[src/rtl/oled_gpio_pkg.sv]
// oled_gpio_pkg
// Shared definitions for the OLED GPIO sequencer:
//   - seq_state_t   : reset-sequencer state encoding (also the status code)
//   - CTRL_*        : bit positions in gpio_oled_control
//   - STAT_*        : bit positions in gpio_oled_status
//   - max_int()     : helper for sizing the shared sequence counter
package oled_gpio_pkg;

    typedef enum logic [1:0] {
        ST_ASSERT = 2'd0,
        ST_WAIT   = 2'd1,
        ST_READY  = 2'd2,
        ST_UNUSED = 2'd3   // never entered; recovers to ST_ASSERT
    } seq_state_t;

    // Control word bit positions
    localparam int CTRL_DC      = 0;
    localparam int CTRL_RST_MAN = 1;
    localparam int CTRL_RST_REQ = 2;
    localparam int CTRL_CD_CLR  = 3;
    localparam int CTRL_CS_BASE = 4;
    localparam int CTRL_IRQ_EN  = 31;

    // Status word bit positions
    localparam int STAT_CD       = 0;
    localparam int STAT_DC       = 1;
    localparam int STAT_RST      = 2;
    localparam int STAT_BUSY     = 3;
    localparam int STAT_CD_EVENT = 4;
    localparam int STAT_READY    = 5;
    localparam int STAT_STATE_LO = 6;
    localparam int STAT_STATE_HI = 7;
    localparam int STAT_SIG_LO   = 16;

    function automatic int max_int(input int a, input int b);
        return (a > b) ? a : b;
    endfunction

endpackage

[src/rtl/oled_cd_debounce.sv]
// oled_cd_debounce
// Synchronises the asynchronous SD card-detect pin with two flops and
// debounces it: the accepted level only changes after the synchronised input
// has differed from it for DEBOUNCE_CYCLES consecutive cycles.
// Ports:
//   clk, rst      : clock, synchronous active-high reset
//   cd_async      : raw card-detect pin
//   cd_debounced  : accepted card-detect level (resets to 1)
//   cd_flip       : combinational, high in the cycle whose closing edge
//                   flips cd_debounced; lets the parent register an event
//                   on the same edge as the level change
module oled_cd_debounce
    import oled_gpio_pkg::*;
#(
    parameter int DEBOUNCE_CYCLES = 1024
) (
    input  logic clk,
    input  logic rst,
    input  logic cd_async,
    output logic cd_debounced,
    output logic cd_flip
);

    localparam int CNT_W = $clog2(DEBOUNCE_CYCLES + 1);
    localparam logic [CNT_W-1:0] CNT_LAST = CNT_W'(DEBOUNCE_CYCLES);
    localparam logic [CNT_W-1:0] CNT_ONE  = CNT_W'(1);

    logic             sync1_reg;
    logic             sync2_reg;
    logic             deb_reg;
    logic             deb_next;
    logic [CNT_W-1:0] cnt_reg;
    logic [CNT_W-1:0] cnt_next;

    // The counter value DEBOUNCE_CYCLES is held for one cycle before the
    // flip, giving 2 + DEBOUNCE_CYCLES + 1 cycles of pin-to-level latency.
    assign cd_flip = (sync2_reg != deb_reg) && (cnt_reg == CNT_LAST);

    always_comb begin
        deb_next = deb_reg;
        cnt_next = cnt_reg;
        if (sync2_reg == deb_reg) begin
            cnt_next = '0;
        end else if (cd_flip) begin
            deb_next = ~deb_reg;
            cnt_next = '0;
        end else begin
            cnt_next = cnt_reg + CNT_ONE;
        end
    end

    always_ff @(posedge clk) begin
        if (rst) begin
            sync1_reg <= 1'b1;
            sync2_reg <= 1'b1;
            deb_reg   <= 1'b1;
            cnt_reg   <= '0;
        end else begin
            sync1_reg <= cd_async;
            sync2_reg <= sync1_reg;
            deb_reg   <= deb_next;
            cnt_reg   <= cnt_next;
        end
    end

    assign cd_debounced = deb_reg;

endmodule

[src/rtl/oled_gpio_sequencer.sv]
// oled_gpio_sequencer
// Maps PS GPIO control/status words onto the PMOD OLED/SD pins, with a
// hardware display reset sequencer (ASSERT -> WAIT -> READY), N_CS
// active-low chip selects, a debounced card-detect with sticky change event
// and a registered level interrupt.
// Ports:
//   clk, rst           : clock, synchronous active-high reset
//   gpio_oled_control  : control word (DC, manual reset, reset request,
//                        event clear, CS selects, irq enable)
//   gpio_oled_status   : status word, combinational view of internal state;
//                        upper half carries SIGNATURE
//   oled_sd_cd         : asynchronous card-detect pin
//   oled_rst           : display reset, active-low (registered)
//   oled_dc            : data/command select (registered)
//   oled_cs_n          : chip selects, active-low (registered)
//   irq                : cd_event & irq enable (registered)
module oled_gpio_sequencer
    import oled_gpio_pkg::*;
#(
    parameter int          RST_PULSE_CYCLES = 10000,
    parameter int          RST_WAIT_CYCLES  = 10000,
    parameter int          DEBOUNCE_CYCLES  = 1024,
    parameter int          N_CS             = 2,
    parameter logic [15:0] SIGNATURE        = 16'hDEAD
) (
    input  logic            clk,
    input  logic            rst,
    input  logic [31:0]     gpio_oled_control,
    output logic [31:0]     gpio_oled_status,
    input  logic            oled_sd_cd,
    output logic            oled_rst,
    output logic            oled_dc,
    output logic [N_CS-1:0] oled_cs_n,
    output logic            irq
);

    localparam int CNT_W = $clog2(max_int(RST_PULSE_CYCLES, RST_WAIT_CYCLES) + 1);
    localparam logic [CNT_W-1:0] PULSE_LOAD = CNT_W'(RST_PULSE_CYCLES);
    localparam logic [CNT_W-1:0] WAIT_LOAD  = CNT_W'(RST_WAIT_CYCLES);
    localparam logic [CNT_W-1:0] CNT_ONE    = CNT_W'(1);

    seq_state_t       state_reg;
    seq_state_t       state_next;
    logic [CNT_W-1:0] cnt_reg;
    logic [CNT_W-1:0] cnt_next;

    logic             req_prev_reg;
    logic             clr_prev_reg;
    logic             req_rise;
    logic             clr_rise;

    logic             oled_rst_reg;
    logic             oled_dc_reg;
    logic [N_CS-1:0]  cs_n_reg;
    logic [N_CS-1:0]  cs_n_next;
    logic             irq_reg;
    logic             cd_event_reg;

    logic             cd_debounced;
    logic             cd_flip;
    logic             busy;
    logic             ready;
    logic             cnt_done;

    // Control bits that have no function here
    logic             unused_ctrl_bits;
    assign unused_ctrl_bits = ^gpio_oled_control[CTRL_IRQ_EN-1:CTRL_CS_BASE+N_CS];

    oled_cd_debounce #(
        .DEBOUNCE_CYCLES (DEBOUNCE_CYCLES)
    ) u_cd_debounce (
        .clk          (clk),
        .rst          (rst),
        .cd_async     (oled_sd_cd),
        .cd_debounced (cd_debounced),
        .cd_flip      (cd_flip)
    );

    // Previous-value registers reset to 1, so a bit already high when rst
    // is released is not mistaken for a fresh request.
    assign req_rise = gpio_oled_control[CTRL_RST_REQ] & ~req_prev_reg;
    assign clr_rise = gpio_oled_control[CTRL_CD_CLR]  & ~clr_prev_reg;

    assign ready = (state_reg == ST_READY);
    assign busy  = ~ready;

    // Treat 0 as done as well so a corrupted counter can never wrap.
    assign cnt_done = (cnt_reg <= CNT_ONE);

    always_comb begin
        state_next = state_reg;
        cnt_next   = cnt_reg;
        case (state_reg)
            ST_ASSERT: begin
                if (cnt_done) begin
                    state_next = ST_WAIT;
                    cnt_next   = WAIT_LOAD;
                end else begin
                    cnt_next = cnt_reg - CNT_ONE;
                end
            end
            ST_WAIT: begin
                if (cnt_done) begin
                    state_next = ST_READY;
                    cnt_next   = '0;
                end else begin
                    cnt_next = cnt_reg - CNT_ONE;
                end
            end
            ST_READY: begin
                if (req_rise) begin
                    state_next = ST_ASSERT;
                    cnt_next   = PULSE_LOAD;
                end
            end
            default: begin
                state_next = ST_ASSERT;
                cnt_next   = PULSE_LOAD;
            end
        endcase
    end

    // Chip selects are only released to software while the display is ready.
    generate
        for (genvar gi = 0; gi < N_CS; gi++) begin : g_cs
            assign cs_n_next[gi] = ready ? ~gpio_oled_control[CTRL_CS_BASE+gi] : 1'b1;
        end
    endgenerate

    always_ff @(posedge clk) begin
        if (rst) begin
            state_reg    <= ST_ASSERT;
            cnt_reg      <= PULSE_LOAD;
            req_prev_reg <= 1'b1;
            clr_prev_reg <= 1'b1;
            oled_rst_reg <= 1'b0;
            oled_dc_reg  <= 1'b0;
            cs_n_reg     <= '1;
            irq_reg      <= 1'b0;
            cd_event_reg <= 1'b0;
        end else begin
            state_reg    <= state_next;
            cnt_reg      <= cnt_next;
            req_prev_reg <= gpio_oled_control[CTRL_RST_REQ];
            clr_prev_reg <= gpio_oled_control[CTRL_CD_CLR];
            // Outputs follow the current state, one cycle behind it.
            oled_rst_reg <= ready ? ~gpio_oled_control[CTRL_RST_MAN]
                                  : (state_reg == ST_WAIT);
            oled_dc_reg  <= gpio_oled_control[CTRL_DC];
            cs_n_reg     <= cs_n_next;
            irq_reg      <= cd_event_reg & gpio_oled_control[CTRL_IRQ_EN];
            // A new change outranks a simultaneous clear.
            if (cd_flip) begin
                cd_event_reg <= 1'b1;
            end else if (clr_rise) begin
                cd_event_reg <= 1'b0;
            end
        end
    end

    assign oled_rst  = oled_rst_reg;
    assign oled_dc   = oled_dc_reg;
    assign oled_cs_n = cs_n_reg;
    assign irq       = irq_reg;

    assign gpio_oled_status = {SIGNATURE, 8'h00, state_reg, ready, cd_event_reg,
                               busy, oled_rst_reg, oled_dc_reg, cd_debounced};

endmodule

[config.mk]
export PLATFORM = sky130hd
export DESIGN_NAME = oled_gpio_sequencer
export DESIGN_NICKNAME = d
export VERILOG_FILES = /design/src/rtl/oled_gpio_pkg.sv /design/src/rtl/oled_cd_debounce.sv /design/src/rtl/oled_gpio_sequencer.sv
export SDC_FILE = /design/constraint.sdc
export NUM_CORES = 1
export LEC_CHECK = 0
export BUFFER_PORTS_ARGS = -buffer_cell sky130_fd_sc_hd__buf_2
export CAP_MARGIN = 20
export CORE_MARGIN = 4
export CORE_UTILIZATION = 53
export CTS_CLUSTER_DIAMETER = 30
export DETAILED_ROUTE_END_ITERATION = 8
export GPL_TIMING_DRIVEN = 0
export MAX_ROUTING_LAYER = met4
export PLACE_DENSITY = 0.84
export SETUP_SLACK_MARGIN = 0.3
export SLEW_MARGIN = 25
export SYNTH_ARGS = -nofsm -noshare
export SYNTH_HDL_FRONTEND = slang
export SYNTH_HIERARCHICAL = 1
export SYNTH_SLANG_ARGS = --single-unit
[constraint.sdc]
create_clock -name clk -period 5.2 [get_ports clk]
set_clock_uncertainty 0.15 [all_clocks]
set_input_delay 0.78 -clock clk [delete_from_list [all_inputs] [get_ports clk]]
set_output_delay 0.78 -clock clk [all_outputs]
set_load 0.02 [all_outputs]
== After elaboration in Yosys (flattened, before gate mapping) ==
Index checks and enable logic that the tools add are counted.

* Latch bits: 0
* Flip-flop bits (word level): 38
* Word-level logic and storage cells: 53
* Bits of input ports: 35
* Bits in read-only memories: 0
* Memories: 0
* Output and inout port bits: 37
* RAM bits: 0

* Div/mod/pow operators: 0
* Shifts and indexed selects: 0
* Bitwise logic cells: 11
* Reduce and logical (&&, ||, !) cells: 7
* Order comparisons: 1
* $add $sub $neg: 2
* Multiply operators: 0
* Equal/unequal tests: 8
* Multiplexer cells: 11

{| class="wikitable"
|+ Operator list
! kind !! number
|-
| two-way mux 14 bit || 3
|-
| one-hot mux 14 bit (3 select lines) || 1
|-
| less-or-equal comparator 14 x 1 -> 1 bit, second input constant || 1
|-
| subtractor 14 x 1 -> 14 bit, second input constant || 1
|-
| adder 11 x 1 -> 11 bit, second input constant || 1
|-
| equality test 11 bit, second input constant || 1
|-
| NOT 1 bit || 8
|-
| two-way mux 2 bit || 3
|-
| != test 2 bit, second input constant || 3
|-
| one-hot mux 2 bit (3 select lines) || 1
|-
| AND 1 bit || 3
|-
| two-way mux 1 bit || 3
|-
| AND reduction 3 bit || 1
|-
| OR reduction 3 bit || 1
|-
| equality test 2 x 1 -> 1 bit, second input constant || 1
|-
| equality test 2 bit, second input constant || 1
|-
| zero test 2 bit || 1
|-
| AND reduction 2 bit || 1
|-
| nonzero test 2 bit || 1
|-
| OR reduction 2 bit || 1
|-
| equality test 1 bit || 1
|-
| logical AND 1 bit || 1
|-
| != test 1 bit || 1
|}

== Longest topological paths before layout ==
* Word-level depth: 4
* Mapped depth: 8

== Cells and area by module ==
Netlist, hierarchy kept.

{| class="wikitable"
|+ Modules (own cells, without submodules)
! module !! cells an instance !! area each (µm²) !! times used
|-
| oled_gpio_sequencer || 160 || 1387.6 || 1
|-
| oled_cd_debounce || 67 || 641.9 || 1
|}

== Worst setup path after synthesis ==
No wires, ideal clock.

* Kind: reg2reg
* From: register, netlist name cnt_reg[4]
* To: register, netlist name cnt_reg[12]
* Path slack: 3048 ps
* Arrival: 1883 ps
* Setup time: 118 ps
* Period minus slack after synthesis: 2152 ps
* Cell stages (with the launch flop): 7
* Required time: 4932 ps
* Cells stage by stage: dfxtp_1 or4_1 buf_2 or4b_4 nor4_4 xnor2_1 nor2_2

==> flow_metrics.env <==
export IMPL_outcome="complete, no violations"
export IMPL_dpl_hpwl_mm=2.799
export IMPL_die_h_um=69.88
export IMPL_tightest_slew_ns=0.7027
export IMPL_via_count=1624
export IMPL_grt_ovfl_total=0
export IMPL_first_global_vias=1489
export IMPL_power_density_nw_per_um2=264.0
export IMPL_post_route_period_util=0.4735
export IMPL_post_cts_buffers=0
export IMPL_p_seq_frac=0.497
export IMPL_syn_avg_cell_area_um2=8.940
export IMPL_cp_data_required_time_ns=5.22
export IMPL_cellLeakagePower_uw=0.0009803
export IMPL_finalHoldViolations=0
export IMPL_drv_max_cap_violation_count=0
export IMPL_cts_tree="done"
export IMPL_fmax_mhz=406.1
export IMPL_async_flop_share=0
export IMPL_seq_area_frac_synth=0.3748
export IMPL_critPathBufInv=1
export IMPL_worst_endpoint_arrival_ns=2.48
export IMPL_rows=22
export IMPL_p_clk_frac=0.327
export IMPL_initial_core_util=0.5502
export IMPL_ios=72
export IMPL_drc=0
export IMPL_crit_family="simple AND/OR/NAND/NOR gates"
export IMPL_tns_ns=0
export IMPL_die_w_um=69.88
export IMPL_ant_nets=0
export IMPL_htreeDepth=2
export IMPL_drt_iter0_markers=66
export IMPL_cts_max_path_buffers=2
export IMPL_wl_per_cell_um=11.33
export IMPL_antenna_cells=0
export IMPL_swShare=0.2688
export IMPL_slew_violations=0
export IMPL_grt_use_total=0.1609
export IMPL_area_growth_pct=17.14
export IMPL_ir_drop_uv=145.6
export IMPL_met3_usage=0.04029
export IMPL_path_clk_slew_ns=0.07
export IMPL_slowest_delay_ns=0.51
export IMPL_yosysUniqueCellTypes=44
export IMPL_grt_pass1_wl_mm=6.375
export IMPL_synthFlopType="dfxtp_1"
export IMPL_path_cells="or4_1 > buf_2 > nor4_4 > a21oi_1 > o21bai_4 > nor2_1"
export IMPL_synth_enable_flop_cells=0
export IMPL_critPathLaunchType="flop"
export IMPL_end_kind="flop"
export IMPL_period_minus_slack_ns=2.462
export IMPL_met1_usage=0.1972
export IMPL_slew_headroom=0.5316
export IMPL_grt_max_degree=14
export IMPL_clock_sinks=38
export IMPL_coreArea_um2=3689
export IMPL_grt_use_met2=0.2476
export IMPL_layout_drive_gt1_share=0.3011
export IMPL_io_buffers=22
export IMPL_p_int_uw=458.8
export IMPL_rsz0062_at_grt="no"
export IMPL_clk_latency_ns=0.28
export IMPL_cp_slowest_cell="or4_1"
export IMPL_syn_area_um2=2029
export IMPL_power_uw=627.5
export IMPL_routabilityCongestion=0.7651
export IMPL_finalWirelength_mm=3.704
export IMPL_syn_inst=227
export IMPL_antenna_found_initial=0
export IMPL_die_area_um2=4883
export IMPL_cts_buffers_inserted=5
export IMPL_comb_power_share=0.176
export IMPL_dr_pass1_iters=4
export IMPL_hold_slack_ns=0.2652
export IMPL_finalSetupViolCount=0
export IMPL_ys_ff_latch=38
export IMPL_busiest_layer="met2"
export IMPL_cts_root_buffer="clkbuf_8"
export IMPL_hold_buffers=0
export IMPL_critical_path_class="reg -> reg"
export IMPL_cts_resized=0
export IMPL_power_switching_uw=168.7
export IMPL_min_path_type="reg -> reg"
export IMPL_largest_reg_flops=14
export IMPL_synth_warnings=6
export IMPL_viasPerCell=4.966
export IMPL_crit_fanout=9
export IMPL_fin_nets=317
logic make-up after synthesis:
kind of cell,after synthesis,synth area share
DFF,38,0.3748
xor gates and xnor gates,12,0.05179
adders and majority gates,4,0.02466
and+or+nand+nor,85,0.2528
AOI/OAI and AO/OA,36,0.1344
other,2,0.003701
buffers and inverters,48,0.1480
muxes,2,0.009865
cells in the final DEF (no fill, tap or decap), types with 6 or more instances in the layout:
cell	instances
nor2_1	22
inv_1	8
clkbuf_1	6
xnor2_1	9
clkbuf_8	6
nand3_1	9
buf_4	31
nand2_1	6
a211oi_1	9
buf_2	25
conb_1	24
o21bai_1	6
nor3_1	7
dfxtp_1	38
power groups by stage:
stage / clock network, uW / registers (uW) / logic (uW)
floorplan: 0 / 317 / 92.6
global placement: 0 / 318 / 107
detailed placement: 0 / 318 / 110
CTS: 210 / 312 / 110
global route: 224 / 314 / 123
finish: 205 / 312 / 110
synth_stat cells (all sizes together) (3+ instances only):
cell    instances  share of area
a211oi         10          0.039
nor3            7          0.017
buf            34           0.12
nor4            7          0.036
nand2           6          0.011
nand3           9          0.022
or2             4          0.012
a21oi           4         0.0099
xor2            3          0.013
nand2b          5          0.015
nor2b           3         0.0092
or4             5          0.020
o21bai          7          0.031
nor2           23          0.044
clkbuf          6          0.011
inv             8          0.015
dfxtp          38           0.37
ha              4          0.025
o31ai           3          0.011
a31o            4          0.017
or3             5          0.017
o21ai           4         0.0099
xnor2           9          0.039
per-stage QoR:
step | cell area (um2) | instances | worst slack, ns | utilization
6_report | 2377 | 327 | 2.738 | 0.6445
2_1_floorplan | 2112 | 249 | 3.048 | -
4_1_cts | 2377 | 327 | 2.748 | 0.6445
3_5_place_dp | 2282 | 319 | 2.767 | 0.6187
3_3_place_gp | 2282 | 319 | 2.777 | 0.6187
5_1_grt | 2377 | 327 | 2.569 | 0.6445
path summary, 6_finish.rpt:
path / start / end / slack, ns / cells past startpoint
setup / recovery: cnt_reg[4] / cnt_reg[3] / 2.74 / 6
hold / removal: u_cd_debounce/sync1_reg / u_cd_debounce/sync2_reg / 0.27 / 1
setup reg to reg: cnt_reg[4] / cnt_reg[3] / 2.74 / 6
hold reg to reg: u_cd_debounce/sync1_reg / u_cd_debounce/sync2_reg / 0.27 / 1
layout make-up:
cell class	count	area [um2]
Inverter	8	30.03
Buffer	40	270.3
Tap cell	48	60.06
Sequential cell	38	760.7
Clock inverter	2	12.51
Multi-Input combinational cell	163	1051
Clock buffer	6	82.58
Timing Repair Buffer	22	110.1
Fill cell	334	1311
layer usage:
metal | up-vias | part of all wire | wire (um)
met5 | - | 0 | 0
met4 | 0 | 0.015 | 54
met3 | 6 | 0.055 | 204
met2 | 38 | 0.47 | 1739
met1 | 736 | 0.46 | 1705
li1 | 844 | - | -
Note: power is estimated with default switching activity, not from simulation.
